<file path="config.mk">
export PLATFORM = sky130hd
export DESIGN_NAME = psum_writeback_arbiter
export DESIGN_NICKNAME = d
export VERILOG_FILES = /design/src/rtl/psum_writeback_arbiter.sv
export SDC_FILE = /design/constraint.sdc
export NUM_CORES = 1
export LEC_CHECK = 0
export BUFFER_PORTS_ARGS = -buffer_cell sky130_fd_sc_hd__buf_4
export CORE_MARGIN = 2
export CORE_UTILIZATION = 54
export DETAILED_ROUTE_END_ITERATION = 10
export PLACE_DENSITY = 0.74
export SYNTH_ARGS = -nofsm -noshare
export SYNTH_HDL_FRONTEND = slang
export SYNTH_SLANG_ARGS = --single-unit
</file>
<file path="constraint.sdc">
create_clock -name clk -period 3.6 [get_ports clk]
set_input_delay 0.18 -clock clk [delete_from_list [all_inputs] [get_ports clk]]
set_output_delay 0.18 -clock clk [all_outputs]
set_load 0.01 [all_outputs]
</file>
<file path="src/rtl/psum_writeback_arbiter.sv">
// Per-row psum FIFOs drained round-robin onto a single registered valid/ready
// BRAM write port, with sticky per-row overflow flags for dropped pushes.
module psum_writeback_arbiter #(
    parameter int ARRAY_ROWS = 3,
    parameter int PSUM_W     = 48,
    parameter int ADDR_W     = 32,
    parameter int FIFO_DEPTH = 4,
    localparam int ROW_W     = (ARRAY_ROWS > 1) ? $clog2(ARRAY_ROWS) : 1
) (
    input  logic                                clk,
    input  logic                                rst_n,
    input  logic [ARRAY_ROWS-1:0]               psum_valid,
    input  logic [ARRAY_ROWS-1:0][PSUM_W-1:0]   psums,
    input  logic [ARRAY_ROWS-1:0][ADDR_W-1:0]   psum_addr,
    input  logic                                wr_ready,
    output logic                                wr_en,
    output logic [ADDR_W-1:0]                   wr_addr,
    output logic [PSUM_W-1:0]                   wr_data,
    output logic [ROW_W-1:0]                    wr_row,
    output logic [ARRAY_ROWS-1:0]               overflow,
    input  logic                                clear_overflow,
    output logic                                busy
);

    localparam int PTR_W   = $clog2(FIFO_DEPTH);
    localparam int CNT_W   = $clog2(FIFO_DEPTH + 1);
    localparam int ENTRY_W = ADDR_W + PSUM_W;
    localparam logic [CNT_W-1:0] FULL_CNT = CNT_W'(FIFO_DEPTH);
    localparam logic [ROW_W-1:0] LAST_ROW = ROW_W'(ARRAY_ROWS - 1);

    logic [ARRAY_ROWS-1:0] nonempty;
    logic [ARRAY_ROWS-1:0] pop;
    logic [ARRAY_ROWS-1:0] push_ok;
    logic [ARRAY_ROWS-1:0] drop;
    logic [ENTRY_W-1:0]    head [ARRAY_ROWS];

    logic [ROW_W-1:0]      rr_ptr;
    logic [ROW_W-1:0]      grant_idx;
    logic [ENTRY_W-1:0]    grant_entry;
    logic                  grant_found;
    logic                  can_pop;

    // Output register is free when empty or completing this cycle.
    assign can_pop = !wr_en || wr_ready;

    // Stage 0: per-row FIFOs (push side)
    for (genvar g = 0; g < ARRAY_ROWS; g++) begin : g_row
        logic [ENTRY_W-1:0] mem [FIFO_DEPTH];
        logic [PTR_W-1:0]   rd_ptr;
        logic [PTR_W-1:0]   wr_ptr;
        logic [CNT_W-1:0]   count;

        assign nonempty[g] = (count != '0);
        assign pop[g]      = can_pop && grant_found && (grant_idx == ROW_W'(g));
        assign push_ok[g]  = psum_valid[g] && ((count != FULL_CNT) || pop[g]);
        assign drop[g]     = psum_valid[g] && !push_ok[g];
        assign head[g]     = mem[rd_ptr];

        always_ff @(posedge clk or negedge rst_n) begin
            if (!rst_n) begin
                rd_ptr <= '0;
                wr_ptr <= '0;
                count  <= '0;
            end else begin
                if (push_ok[g]) wr_ptr <= wr_ptr + PTR_W'(1);
                if (pop[g])     rd_ptr <= rd_ptr + PTR_W'(1);
                count <= count + CNT_W'(push_ok[g]) - CNT_W'(pop[g]);
            end
        end

        always_ff @(posedge clk) begin
            if (push_ok[g]) mem[wr_ptr] <= {psum_addr[g], psums[g]};
        end
    end

    // Round-robin search: rows above the pointer first, then wrap to the rest.
    always_comb begin
        grant_found = 1'b0;
        grant_idx   = '0;
        grant_entry = '0;
        for (int i = 0; i < ARRAY_ROWS; i++) begin
            if (!grant_found && nonempty[i] && (ROW_W'(i) > rr_ptr)) begin
                grant_found = 1'b1;
                grant_idx   = ROW_W'(i);
                grant_entry = head[i];
            end
        end
        for (int i = 0; i < ARRAY_ROWS; i++) begin
            if (!grant_found && nonempty[i] && (ROW_W'(i) <= rr_ptr)) begin
                grant_found = 1'b1;
                grant_idx   = ROW_W'(i);
                grant_entry = head[i];
            end
        end
    end

    // Stage 1: write output register (valid/ready)
    always_ff @(posedge clk or negedge rst_n) begin
        if (!rst_n) begin
            wr_en   <= 1'b0;
            wr_addr <= '0;
            wr_data <= '0;
            wr_row  <= '0;
            rr_ptr  <= LAST_ROW;
        end else if (can_pop) begin
            wr_en <= grant_found;
            if (grant_found) begin
                {wr_addr, wr_data} <= grant_entry;
                wr_row             <= grant_idx;
                rr_ptr             <= grant_idx;
            end
        end
    end

    always_ff @(posedge clk or negedge rst_n) begin
        if (!rst_n) begin
            overflow <= '0;
        end else begin
            overflow <= (clear_overflow ? '0 : overflow) | drop;
        end
    end

    assign busy = (|nonempty) || wr_en;

endmodule

</file>
==> flow_results.xml <==
<?xml version="1.0" encoding="UTF-8"?>
<metrics>
  <group name="critical_path">
    <metric name="crit_chain" unit="">nor3_4, nand2_1, a21oi_1, o211a_4, buf_4</metric>
    <metric name="cp_data_arrival_time" unit="ns">3.49</metric>
    <metric name="timing.critical_path.required" unit="ns">3.96</metric>
    <metric name="cp_slowest_stage_delay" unit="ns">0.68</metric>
    <metric name="worst_setup_path_start_kind" unit="">flip-flop</metric>
    <metric name="nature_of_the_critical_path_endpoint" unit="">flip-flop</metric>
    <metric name="cp_slowest_cell" unit="">o211a_4</metric>
    <metric name="timing.critical_path.fanout_max" unit="">23</metric>
    <metric name="criticalPathCategory" unit="">reg -&gt; reg</metric>
  </group>
  <group name="cells_and_area">
    <metric name="final_util" unit="%">67.96</metric>
    <metric name="finish.cell_count_without_fillers" unit="">3831</metric>
    <metric name="num-nets-final" unit="">2964</metric>
    <metric name="multi_input_logic_area" unit="um2">9198</metric>
    <metric name="ff_latch_area" unit="um2">31550</metric>
    <metric name="nFillCells" unit="">4810</metric>
    <metric name="share_of_post_route_cells_with_drive_strength_above_1" unit="%">30.33</metric>
    <metric name="stdcell_area" unit="um2">51620</metric>
    <metric name="flow.area_growth_from_synthesis" unit="%">24.59</metric>
  </group>
  <group name="synthesis">
    <metric name="async_reset_ff_share" unit="%">10.11</metric>
    <metric name="synth.ff_latch_count" unit="">1068</metric>
    <metric name="mappedNetlistNets" unit="">2337</metric>
    <metric name="yosysSeqAreaShare" unit="%">76.11</metric>
    <metric name="syn-mean-instance-area" unit="um2">20.02</metric>
    <metric name="post_syn_instances" unit="">2069</metric>
    <metric name="ys_dominant_reg_cell" unit="">edfxtp_1</metric>
    <metric name="syn-cell-area" unit="um2">41430</metric>
    <metric name="synth_edf_count" unit="">960</metric>
    <metric name="yosys.cell_types.count" unit="">59</metric>
    <metric name="yosys_warnings" unit="">0</metric>
  </group>
  <group name="sta">
    <metric name="timing.setup.tns" unit="ns">0</metric>
    <metric name="timing.max_slew.rel_slack" unit="%">21.82</metric>
    <metric name="setup_viol" unit="">0</metric>
    <metric name="fmax" unit="MHz">319.5</metric>
    <metric name="final_worst_path_period_need" unit="ns">3.130</metric>
    <metric name="hold_violations" unit="">0</metric>
    <metric name="post-route-worst-setup-slack" unit="ns">0.4701</metric>
    <metric name="timing_worst_slew_pin_value" unit="ns">1.173</metric>
    <metric name="post-route-period-util" unit="%">86.94</metric>
    <metric name="fin_worst_hold_slack" unit="ns">0.1463</metric>
    <metric name="grt_setup_unrepaired" unit="">false</metric>
    <metric name="timing.final.max_slew_violations" unit="">0</metric>
    <metric name="final.setup_skew" unit="ns">0.01824</metric>
  </group>
  <group name="placement">
    <metric name="place.gp.congestion" unit="">0.8590</metric>
    <metric name="place_hpwl" unit="mm">65.09</metric>
    <metric name="post-place-ws" unit="ns">0.5587</metric>
    <metric name="buffer_ports.inserted" unit="">333</metric>
    <metric name="placedInstanceArea" unit="um2">45610</metric>
    <metric name="place.detailed.instances" unit="">3373</metric>
  </group>
  <group name="hold_path">
    <metric name="min_path_type" unit="">in -&gt; async</metric>
  </group>
  <group name="die">
    <metric name="num_rows" unit="">101</metric>
    <metric name="dieArea" unit="um2">78950</metric>
    <metric name="fp.dieW" unit="um">281.0</metric>
    <metric name="die_h" unit="um">281.0</metric>
    <metric name="core_area" unit="um2">75950</metric>
    <metric name="ioPinCount" unit="">334</metric>
    <metric name="start_util" unit="%">54.55</metric>
  </group>
  <group name="flow_run">
    <metric name="drv.max_cap_violation_count" unit="">0</metric>
  </group>
  <group name="detailed_routing">
    <metric name="drt_wl_total" unit="mm">106.4</metric>
    <metric name="drc" unit="">0</metric>
    <metric name="routed_via_density" unit="">6.155</metric>
    <metric name="num_vias" unit="">23580</metric>
    <metric name="drt_first_iter_violations" unit="">2502</metric>
    <metric name="antenna_left" unit="">0</metric>
    <metric name="avgRoutedWirePerCell" unit="um">27.78</metric>
    <metric name="detail_route.first_pass.iterations" unit="">6</metric>
  </group>
  <group name="global_route">
    <metric name="grt_max_degree" unit="">81</metric>
    <metric name="gr-usage-all-layers" unit="%">27.22</metric>
    <metric name="number_of_antenna_violations_at_the_first_check_in_global_routing" unit="">17</metric>
    <metric name="grt_pass1_wl" unit="mm">156.4</metric>
    <metric name="remaining_global_route_overflow" unit="">0</metric>
    <metric name="first_global_vias" unit="">24680</metric>
  </group>
  <group name="pwr">
    <metric name="reported_leakage_power" unit="nW">17.76</metric>
    <metric name="vdd_ir_max" unit="mV">0.5880</metric>
    <metric name="power-per-cell-area" unit="nW/um2">820.6</metric>
    <metric name="report.power.total" unit="mW">42.35</metric>
  </group>
  <group name="clocking">
    <metric name="post_cts_resize_count" unit="">0</metric>
    <metric name="root_buffer" unit="">clkbuf_16</metric>
    <metric name="cts.clk_slew.worst_paths" unit="ns">0.06</metric>
    <metric name="clock_tree.buffer_depth" unit="">3</metric>
    <metric name="clock_latency" unit="ns">0.66</metric>
    <metric name="number_of_clock_sinks" unit="">1068</metric>
    <metric name="clock_tree_from_tritoncts" unit="">built</metric>
    <metric name="cts_inserted_buffers" unit="">105</metric>
    <metric name="ctsHtreeMaxLevel" unit="">3</metric>
  </group>
  <group name="outcome">
    <metric name="status" unit="">finished, final reports clean</metric>
  </group>
</metrics>
==> final cells by class <==
cell class,instances,share of cell area (%)
well taps,1030,2.497
clock inverters,48,1.013
repair buffers,655,11.38
diodes,12,0.05818
flip-flops and latches,1068,61.13
multi-input cells,825,17.82
inverters,41,0.2982
clock buffers,152,5.803
==> cells by family (layout without fill, tap and decap cells) <==
group,Yosys count,after routing,synth area share (%)
DFF,1068,1068,76.11
AOI/OAI and AO/OA,413,413,6.318
muxes,242,242,13.10
buffers and inverters,176,896,1.945
and+or+nand+nor,135,135,1.540
adders and majority gates,21,21,0.6886
xor gates and xnor gates,14,14,0.2960
other,0,12,0
==> path summary, 6_finish.rpt <==
check | from | end | slack, ns | cells past startpoint
worst min register to register | wr_data[47] | wr_data[47] | 0.51 | 2
worst max register to register | g_row[1].count[1] | g_row[2].mem[1][4] | 0.47 | 5
worst min-delay path | rst_n | wr_addr[1] | 0.15 | 2
max in group asynchronous | rst_n | wr_addr[30] | 2.44 | 3
min in group clk | wr_ready | g_row[2].rd_ptr[0] | 0.21 | 5
worst max-delay path | g_row[1].count[1] | g_row[2].mem[1][4] | 0.47 | 5
==> metal layers <==
layer | vias up | part of all wire (%) | GRT usage, % | wire length (um)
met5 | - | 0.11 | 0 | 113
met4 | 18 | 2.8 | 9.063 | 3031
met3 | 227 | 7.9 | 4.547 | 8389
met2 | 1210 | 51 | 45.60 | 54050
met1 | 12370 | 38 | 36.73 | 40830
li1 | 9758 | - | - | -
==> sequential cells by signal (all words and copies together), names as in the netlist, 2 cells and up <==
name and cells:
overflow 3, g_row.count 9, wr_data 48, g_row.rd_ptr 6, wr_row 2, wr_addr 32, g_row.mem 960, g_row.wr_ptr 6
==> timing repair <==
action,in CTS,in global routing
setup buffers,0,0
hold buffers,246,0
hold endpoints to repair,1022,0
==> synth_stat cells (2+ instances only) <==
| library cell | n | area share, % |
|---|---|---|
| a2111oi_0 | 13 | 0.27 |
| a211oi_1 | 13 | 0.24 |
| a211oi_2 | 2 | 0.060 |
| a21boi_0 | 58 | 1.1 |
| a21oi_1 | 83 | 1.0 |
| a22o_1 | 13 | 0.27 |
| a31oi_1 | 60 | 0.91 |
| and2_1 | 8 | 0.12 |
| and3_1 | 13 | 0.20 |
| buf_1 | 8 | 0.072 |
| buf_2 | 37 | 0.45 |
| buf_4 | 18 | 0.33 |
| buf_6 | 4 | 0.11 |
| clkbuf_1 | 67 | 0.61 |
| dfrtp_1 | 107 | 6.5 |
| edfxtp_1 | 960 | 70 |
| fa_1 | 3 | 0.14 |
| ha_1 | 18 | 0.54 |
| inv_1 | 41 | 0.37 |
| mux2_2 | 2 | 0.054 |
| mux4_2 | 240 | 13 |
| nand2_1 | 13 | 0.12 |
| nand3_1 | 2 | 0.024 |
| nor2_1 | 80 | 0.72 |
| nor3_2 | 2 | 0.048 |
| o211a_1 | 4 | 0.097 |
| o211ai_1 | 2 | 0.036 |
| o21a_1 | 4 | 0.072 |
| o21ai_0 | 119 | 1.4 |
| o21ai_1 | 10 | 0.12 |
| o221ai_1 | 2 | 0.042 |
| o311ai_0 | 7 | 0.15 |
| o31ai_1 | 9 | 0.16 |
| o32ai_1 | 3 | 0.063 |
| or3_1 | 8 | 0.12 |
| xnor2_1 | 11 | 0.23 |
| xor2_1 | 3 | 0.063 |
==> critical path: cells and delay by family (launching register included) <==
kind,cells,cell delay [ns]
buffers and inverters,1,0.28
AO/OA/AOI/OAI,2,1.29
AND/OR/NAND/NOR,2,0.77
flip-flops,1,0.46
==> layout by cell type, fill, tap and decap left out, drive strengths merged, types with 10 or more instances in the layout <==
cell	Yosys	routed
clkbuf	68	152
o31ai	10	10
a22o	13	13
a21boi	58	58
nand2	13	13
ha	18	18
inv	41	47
a21oi	84	84
a2111oi	13	13
o21ai	130	130
xnor2	11	11
edfxtp	960	960
a211oi	16	16
buf	67	409
dlygate4sd3	0	246
bufinv	0	10
and3	13	13
dfrtp	107	107
a31oi	60	60
clkinv	0	29
diode	0	12
mux4	240	240
nor2	80	80
==> power breakdown <==
part / switching (mW) / total (mW) / leakage (nW) / internal (mW)
sequential: 1.52 / 18.2 / 10.0 / 16.6
clock: 4.53 / 11.0 / 1.72 / 6.50
combinational: 7.30 / 13.2 / 6.02 / 5.86
total: 13.4 / 42.4 / 17.8 / 29.0
(Power assumes the default switching activity.)
